<file path="src/rtl/regfile_scoreboard_if.sv">
// Register file bus: two read ports, one write-back port and the issue reservation port.
// The issuing/execute side drives addresses and strobes; the register file answers.
interface regfile_scoreboard_if #(
    parameter int NUM_REGS = 8,
    parameter int DATA_W   = 16,
    parameter int ADDR_W   = 3
);
    logic [ADDR_W-1:0]   rd_addr_a;
    logic [DATA_W-1:0]   rd_data_a;
    logic                rd_ready_a;
    logic [ADDR_W-1:0]   rd_addr_b;
    logic [DATA_W-1:0]   rd_data_b;
    logic                rd_ready_b;
    logic                wr_en;
    logic [ADDR_W-1:0]   wr_addr;
    logic [DATA_W-1:0]   wr_data;
    logic                issue_en;
    logic [ADDR_W-1:0]   issue_addr;
    logic                issue_stall;
    logic [NUM_REGS-1:0] busy_mask;

    modport master (
        output rd_addr_a, rd_addr_b, wr_en, wr_addr, wr_data, issue_en, issue_addr,
        input  rd_data_a, rd_ready_a, rd_data_b, rd_ready_b, issue_stall, busy_mask
    );

    modport slave (
        input  rd_addr_a, rd_addr_b, wr_en, wr_addr, wr_data, issue_en, issue_addr,
        output rd_data_a, rd_ready_a, rd_data_b, rd_ready_b, issue_stall, busy_mask
    );
endinterface

</file>
<file path="src/rtl/regfile_scoreboard.sv">
// General-purpose register file with write-through bypass and a pending-write
// scoreboard so issue logic can stall on RAW/WAW hazards. R0 is hardwired to zero.
module regfile_scoreboard #(
    parameter int NUM_REGS = 8,
    parameter int DATA_W   = 16,
    parameter int ADDR_W   = 3
) (
    input logic                 clk,
    input logic                 reset,
    regfile_scoreboard_if.slave bus
);

    logic [DATA_W-1:0]   regs [NUM_REGS];
    logic [NUM_REGS-1:0] busy;
    logic [NUM_REGS-1:0] busy_next;

    logic wr_valid;
    logic wr_hit_a;
    logic wr_hit_b;
    logic wr_hit_issue;
    logic issue_accept;

    // A write to R0 is treated as if it never happened, so it neither bypasses nor retires.
    assign wr_valid     = bus.wr_en && (bus.wr_addr != '0);
    assign wr_hit_a     = wr_valid && (bus.wr_addr == bus.rd_addr_a);
    assign wr_hit_b     = wr_valid && (bus.wr_addr == bus.rd_addr_b);
    assign wr_hit_issue = wr_valid && (bus.wr_addr == bus.issue_addr);

    always_comb begin
        bus.rd_data_a  = '0;
        bus.rd_ready_a = 1'b1;
        if (bus.rd_addr_a != '0) begin
            bus.rd_data_a  = wr_hit_a ? bus.wr_data : regs[bus.rd_addr_a];
            bus.rd_ready_a = !busy[bus.rd_addr_a] || wr_hit_a;
        end
    end

    always_comb begin
        bus.rd_data_b  = '0;
        bus.rd_ready_b = 1'b1;
        if (bus.rd_addr_b != '0) begin
            bus.rd_data_b  = wr_hit_b ? bus.wr_data : regs[bus.rd_addr_b];
            bus.rd_ready_b = !busy[bus.rd_addr_b] || wr_hit_b;
        end
    end

    assign bus.issue_stall = bus.issue_en && (bus.issue_addr != '0)
                             && busy[bus.issue_addr] && !wr_hit_issue;
    assign issue_accept    = bus.issue_en && (bus.issue_addr != '0) && !bus.issue_stall;

    // Retire first, then reserve, so a same-cycle write-back and re-issue leaves the bit set.
    always_comb begin
        busy_next = busy;
        if (wr_valid) begin
            busy_next[bus.wr_addr] = 1'b0;
        end
        if (issue_accept) begin
            busy_next[bus.issue_addr] = 1'b1;
        end
        busy_next[0] = 1'b0;
    end

    always_ff @(posedge clk) begin
        if (reset) begin
            for (int i = 0; i < NUM_REGS; i++) begin
                regs[i] <= '0;
            end
            busy <= '0;
        end else begin
            if (wr_valid) begin
                regs[bus.wr_addr] <= bus.wr_data;
            end
            busy <= busy_next;
        end
    end

    assign bus.busy_mask = busy;

endmodule

</file>
<file path="src/flat_wrapper.sv">
// flat-port wrapper written by rule: the top's interface ports become plain ports
module regfile_scoreboard_flat 
#(
    parameter int NUM_REGS = 8,
    parameter int DATA_W   = 16,
    parameter int ADDR_W   = 3
)
  (clk, reset, bus_rd_addr_a, bus_rd_addr_b, bus_wr_en, bus_wr_addr, bus_wr_data, bus_issue_en, bus_issue_addr, bus_rd_data_a, bus_rd_ready_a, bus_rd_data_b, bus_rd_ready_b, bus_issue_stall, bus_busy_mask);
  regfile_scoreboard_if #(.NUM_REGS(NUM_REGS), .DATA_W(DATA_W), .ADDR_W(ADDR_W)) bus_i ();
  input logic clk;
  input logic reset;
  input wire logic [$bits(bus_i.rd_addr_a)-1:0] bus_rd_addr_a;
  input wire logic [$bits(bus_i.rd_addr_b)-1:0] bus_rd_addr_b;
  input wire logic [$bits(bus_i.wr_en)-1:0] bus_wr_en;
  input wire logic [$bits(bus_i.wr_addr)-1:0] bus_wr_addr;
  input wire logic [$bits(bus_i.wr_data)-1:0] bus_wr_data;
  input wire logic [$bits(bus_i.issue_en)-1:0] bus_issue_en;
  input wire logic [$bits(bus_i.issue_addr)-1:0] bus_issue_addr;
  output wire logic [$bits(bus_i.rd_data_a)-1:0] bus_rd_data_a;
  output wire logic [$bits(bus_i.rd_ready_a)-1:0] bus_rd_ready_a;
  output wire logic [$bits(bus_i.rd_data_b)-1:0] bus_rd_data_b;
  output wire logic [$bits(bus_i.rd_ready_b)-1:0] bus_rd_ready_b;
  output wire logic [$bits(bus_i.issue_stall)-1:0] bus_issue_stall;
  output wire logic [$bits(bus_i.busy_mask)-1:0] bus_busy_mask;
  assign bus_i.rd_addr_a = bus_rd_addr_a;
  assign bus_i.rd_addr_b = bus_rd_addr_b;
  assign bus_i.wr_en = bus_wr_en;
  assign bus_i.wr_addr = bus_wr_addr;
  assign bus_i.wr_data = bus_wr_data;
  assign bus_i.issue_en = bus_issue_en;
  assign bus_i.issue_addr = bus_issue_addr;
  assign bus_rd_data_a = bus_i.rd_data_a;
  assign bus_rd_ready_a = bus_i.rd_ready_a;
  assign bus_rd_data_b = bus_i.rd_data_b;
  assign bus_rd_ready_b = bus_i.rd_ready_b;
  assign bus_issue_stall = bus_i.issue_stall;
  assign bus_busy_mask = bus_i.busy_mask;
  regfile_scoreboard #(.NUM_REGS(NUM_REGS), .DATA_W(DATA_W), .ADDR_W(ADDR_W)) u_core (.clk(clk), .reset(reset), .bus(bus_i));
endmodule
</file>
<file path="config.mk">
export PLATFORM = sky130hd
export DESIGN_NAME = regfile_scoreboard_flat
export DESIGN_NICKNAME = d
export VERILOG_FILES = /design/src/rtl/regfile_scoreboard_if.sv /design/src/rtl/regfile_scoreboard.sv /design/src/flat_wrapper.sv
export SDC_FILE = /design/constraint.sdc
export NUM_CORES = 1
export LEC_CHECK = 0
export BUFFER_PORTS_ARGS = -buffer_cell sky130_fd_sc_hd__buf_2
export CAP_MARGIN = 25
export CORE_AREA = 2 2 117 119
export DETAILED_ROUTE_END_ITERATION = 10
export DIE_AREA = 0 0 119 121
export GPL_ROUTABILITY_DRIVEN = 0
export PLACE_DENSITY = 0.79
export SKIP_LAST_GASP = 1
export SYNTH_ARGS = -nofsm -noshare
export SYNTH_HDL_FRONTEND = slang
export SYNTH_SLANG_ARGS = --single-unit
</file>
<file path="constraint.sdc">
create_clock -name clk -period 3.2 [get_ports clk]
set_input_delay 0.64 -clock clk [delete_from_list [all_inputs] [get_ports clk]]
set_output_delay 0.64 -clock clk [all_outputs]
set_load 0.02 [all_outputs]
</file>
## Word-level counts from Yosys, hierarchy flattened

Memories as Yosys holds them, arrays and structs flattened.
Index checks and enable logic that the tools add are counted.

| word-level totals | value |
|---|---|
| bits in registers | 8 |
| memory bits (writable) | 128 |
| input bits | 32 |
| output and inout bits | 43 |
| logic and storage cells | 62 |
| memories | 1 |

| cells by class | value |
|---|---|
| order comparisons | 6 |
| equal/unequal tests | 3 |
| mux-type cells | 26 |
| bitwise operators | 3 |
| reductions and logical operators | 21 |

Memory list:

| memory | words | bits a word | rd ports | clocked after memory_dff | write ports | line | source |
|---|---|---|---|---|---|---|---|
| u_core.regs | 8 | 16 | 2 | 0 | 8 | regfile_scoreboard.sv:13 | `logic [DATA_W-1:0] regs [NUM_REGS];` |

Operators by type and width:

| operator | number |
|---|---|
| 16-bit 2-to-1 mux | 5 |
| 3-bit by 4-bit < comparator with 1-bit output, second input constant | 4 |
| 8-bit 2-to-1 mux | 2 |
| 16-bit OR reduction | 1 |
| 1-bit 2-to-1 mux | 13 |
| 3-bit nonzero test | 4 |
| 1-bit logical AND | 10 |
| 1-bit binary-select mux with 3-bit select | 3 |
| 3-bit == test | 3 |
| 8-bit bitwise AND | 1 |
| 8-bit NOT | 1 |
| 8-bit bitwise OR | 1 |
| 1-bit demux with 3-bit select | 2 |
| 3-bit by 1-bit >= comparator with 1-bit output, second input constant | 2 |
| 1-bit zero test | 4 |
| 3-bit 2-to-1 mux | 1 |
| 1-bit logical OR | 2 |

## Longest topological paths before layout

| logic depth | value |
|---|---|
| word-level depth | 9 |
| mapped depth | 7 |

## Least setup slack after synthesis

No wires, ideal clock.

| timing path | value |
|---|---|
| path kind | input to output |
| from | in bus_rd_addr_a[0] |
| to | out bus_rd_data_a[0] |
| arrival | 2219 ps |
| data required time | 2560 ps |
| slack | 341 ps |
| stages on the path | 6 |
| cells stage by stage | buf_4 -> xor2_1 -> or4_1 -> buf_2 -> buf_6 -> a211oi_1 |

| between the ends | value |
|---|---|
| cells in the longest elaborated chain, start to end | 4 |

RTL lines:

| what | line | source |
|---|---|---|
| start, declared | flat_wrapper.sv:12 | `input wire logic [$bits(bus_i.rd_addr_a)-1:0] bus_rd_addr_a;` |
| branches (longest 3 deep; another with memory 8 x 16 bit) | -- |  |
| 16-bit 2-to-1 mux (*) | regfile_scoreboard.sv:32 | `if (bus.rd_addr_a != '0) begin` |
| end, declared | flat_wrapper.sv:19 | `output wire logic [$bits(bus_i.rd_data_a)-1:0] bus_rd_data_a;` |

Mark *: on every way between the ends.

## Worst setup path after layout

| timing path | value |
|---|---|
| from | in bus_wr_addr[0] |
| to | out bus_rd_data_a[6] |

| between the ends | value |
|---|---|
| cells in the longest elaborated chain, start to end | 5 |

RTL lines:

| what | line | source |
|---|---|---|
| start, declared | flat_wrapper.sv:15 | `input wire logic [$bits(bus_i.wr_addr)-1:0] bus_wr_addr;` |
| 3-bit nonzero test | regfile_scoreboard.sv:24 | `assign wr_valid = bus.wr_en && (bus.wr_addr != '0);` |
| 1-bit logical AND | regfile_scoreboard.sv:24 |  |
| 1-bit logical AND (*) | regfile_scoreboard.sv:25 | `assign wr_hit_a = wr_valid && (bus.wr_addr == bus.rd_addr_a);` |
| 16-bit 2-to-1 mux (*) | regfile_scoreboard.sv:33 | `bus.rd_data_a = wr_hit_a ? bus.wr_data : regs[bus.rd_addr_a];` |
| 16-bit 2-to-1 mux (*) | regfile_scoreboard.sv:32 |  |

Mark *: on every way between the ends. The rest lies on a longest branch, timed or not.

==> impl_metrics.env <==
export IMPL_regToRegSetupSlack_ns=1.65
export IMPL_yosys_warnings=0
export IMPL_rsz0062_at_grt="false"
export IMPL_ant_nets=0
export IMPL_slowest_delay_ns=0.42
export IMPL_powerDensity_nw_per_um2=555
export IMPL_path_buf_inv=3
export IMPL_yosys_area_top_type="edfxtp_1"
export IMPL_numCtsBuffers=17
export IMPL_stdcell_count=824
export IMPL_fmax_ghz=0.335
export IMPL_fin_hold_ws_ns=0.536
export IMPL_synth_seq_cells=135
export IMPL_viasPerCell=6.38
export IMPL_clkTransAtPathRegs_ns=0.06
export IMPL_irDropWorstVdd_uv=314
export IMPL_die_height_um=121
export IMPL_post_cts_resize_count=0
export IMPL_rows=42
export IMPL_grt_use_total=0.294
export IMPL_placed_area_um2=8470
export IMPL_stdcell_area_um2=9120
export IMPL_slew_viol_final=0
export IMPL_yosysMostFrequentCell="edfxtp_1"
export IMPL_power_mw=5.06
export IMPL_fin_crit_sh=0.933
export IMPL_synth_distinct_cells=34
export IMPL_dp_cells=792
export IMPL_endpoint_kind="output pin"
export IMPL_cp_max_fo=33
export IMPL_synthTopCellsByArea="edfxtp_1 50%, mux4_2 19%, and2_1 9.1%, mux2i_1 4.5%, a211oi_2 3.1%"
export IMPL_crit_path_frequent_cell="buf_2"
export IMPL_maxCapViolations=0
export IMPL_antenna_diode_count=0
export IMPL_synth_common_cells="128 x edfxtp_1, 112 x and2_1, 66 x mux4_2"
export IMPL_cts_root_buf="clkbuf_16"
export IMPL_cp_top_family="buffers and inverters"
export IMPL_vias=5253
export IMPL_dpl_hpwl_um=12700
export IMPL_min_path_type="flop to flop"
export IMPL_drc=0
export IMPL_slowest_stage="o31ai_1"
export IMPL_setup_viol=0
export IMPL_cp_cell_sequence="buf_2, o31ai_1, or4_1, buf_4, nor2_1, a211oi_2, buf_2"
export IMPL_worst_ep_required_time_ns=2.56
export IMPL_syn_area_per_cell_um2=14.4
export IMPL_wl_per_cell_um=24.9
export IMPL_cp_arrival_ns=2.34
export IMPL_wirelength_um=20500
export IMPL_drt_pass1_iterations=7
export IMPL_synth_top_area_share=0.498
export IMPL_fin_setup_tns_ns=0
export IMPL_max_slew_worst_pin_slew_ns=0.949
export IMPL_timing_slew_headroom=0.364
export IMPL_core_um2=13100
export IMPL_cts_tree="yes"
export IMPL_insertion_delay_ns=0.42
export IMPL_grt_max_degree=35
export IMPL_fp_dieArea_um2=14400
export IMPL_grt_pass1_vias=5411
export IMPL_start_util=0.590
export IMPL_yosysSeqAreaShare=0.516
export IMPL_setup_slack_ns=0.216
export IMPL_crit_type="input port to output pin"
export IMPL_finalHoldViolations=0
export IMPL_async_reset_ff_frac=0
export IMPL_cp_start_kind="input port"
export IMPL_area_delta_synth_final_pct=18.1
export IMPL_status="complete, no violations"
export IMPL_cts_hold_buffers_added=0
export IMPL_synth_edf_count=128
export IMPL_nNetsFinal=667
export IMPL_fp_dieW_um=119
export IMPL_post_place_ws_ns=0.176
export IMPL_gr_total_overflow=0
export IMPL_port_buffers=73
export IMPL_post_route_min_period_ns=2.98
export IMPL_skew_ns=0.00627
export IMPL_grt_pass1_wl_um=30700
export IMPL_synth_area_um2=7720
export IMPL_h_tree_depth=4
export IMPL_drive_gt1_frac=0.364
export IMPL_synthCells=538
export IMPL_p_leak_nw=3.41
export IMPL_numClockSinks=135
export IMPL_cts_buffer_depth=2
export IMPL_drtIter0Drc=527
export IMPL_synth_ff_type="edfxtp_1"
export IMPL_io_pins=75
export IMPL_post_cts_buffers=0
export IMPL_final_core_util=0.697
export IMPL_antenna_found_initial=0
## path summary, 6_finish.rpt
path	cells past startpoint	from	to
worst max-delay path	7	bus_wr_addr[0]	bus_rd_data_a[6]
worst min-delay path	2	u_core.bus.busy_mask[4]	u_core.bus.busy_mask[4]
worst max register to register	4	u_core.bus.busy_mask[7]	u_core.bus.busy_mask[3]
worst min register to register	2	u_core.bus.busy_mask[4]	u_core.bus.busy_mask[4]
## layer usage
metal / GRT usage / part of all wire / up-vias
met5: 0 / 0 / -
met4: 0.110 / 0.023 / 0
met3: 0.0639 / 0.084 / 44
met2: 0.524 / 0.54 / 328
met1: 0.352 / 0.35 / 2628
li1: - / - / 2253
## worst register-to-register path: cells and delay by family (launching register included)
kind,cells,cell delay [ns]
DFF,1,0.41
muxes,1,0.12
AOI/OAI and AO/OA,3,0.87
## where the power goes
part           switching (mW)  internal, mW
Clock                   0.778          1.39
Combinational           0.432         0.343
Sequential             0.0637          2.06
Total                    1.27          3.79
## layout by cell type, fill, tap and decap left out, types with 9 or more instances in the layout
cell type	n
edfxtp_1	128
and2_1	112
a211oi_1	13
conb_1	17
buf_4	29
mux4_2	66
a211oi_2	19
inv_1	9
buf_2	73
clkbuf_16	17
mux2i_1	35
nand2_1	9
xor2_1	9
nor2_1	37
## layout make-up
type	instances	area (um^2)
flip-flops and latches	135	3980
fillers	851	3970
multi-input cells	364	3540
repair buffers	108	688
clock buffers	17	425
clock inverters	15	225
well taps	176	220
inverters	9	33.8
## flip-flops by register name, summed over array words and instances (netlist names)
name / count
u_core.bus.busy_mask: 7
u_core.regs: 128
## kinds of logic after synthesis
family                    count (synthesis)  synth area share
DFF                                     135             0.516
other                                     1          0.000486
and+or+nand+nor                         180             0.130
buffers and inverters                    55            0.0387
AOI/OAI and AO/OA                        54            0.0621
muxes                                   104             0.242
xor gates and xnor gates                  9            0.0102
No activity file was read; power rests on OpenSTA's default activity.
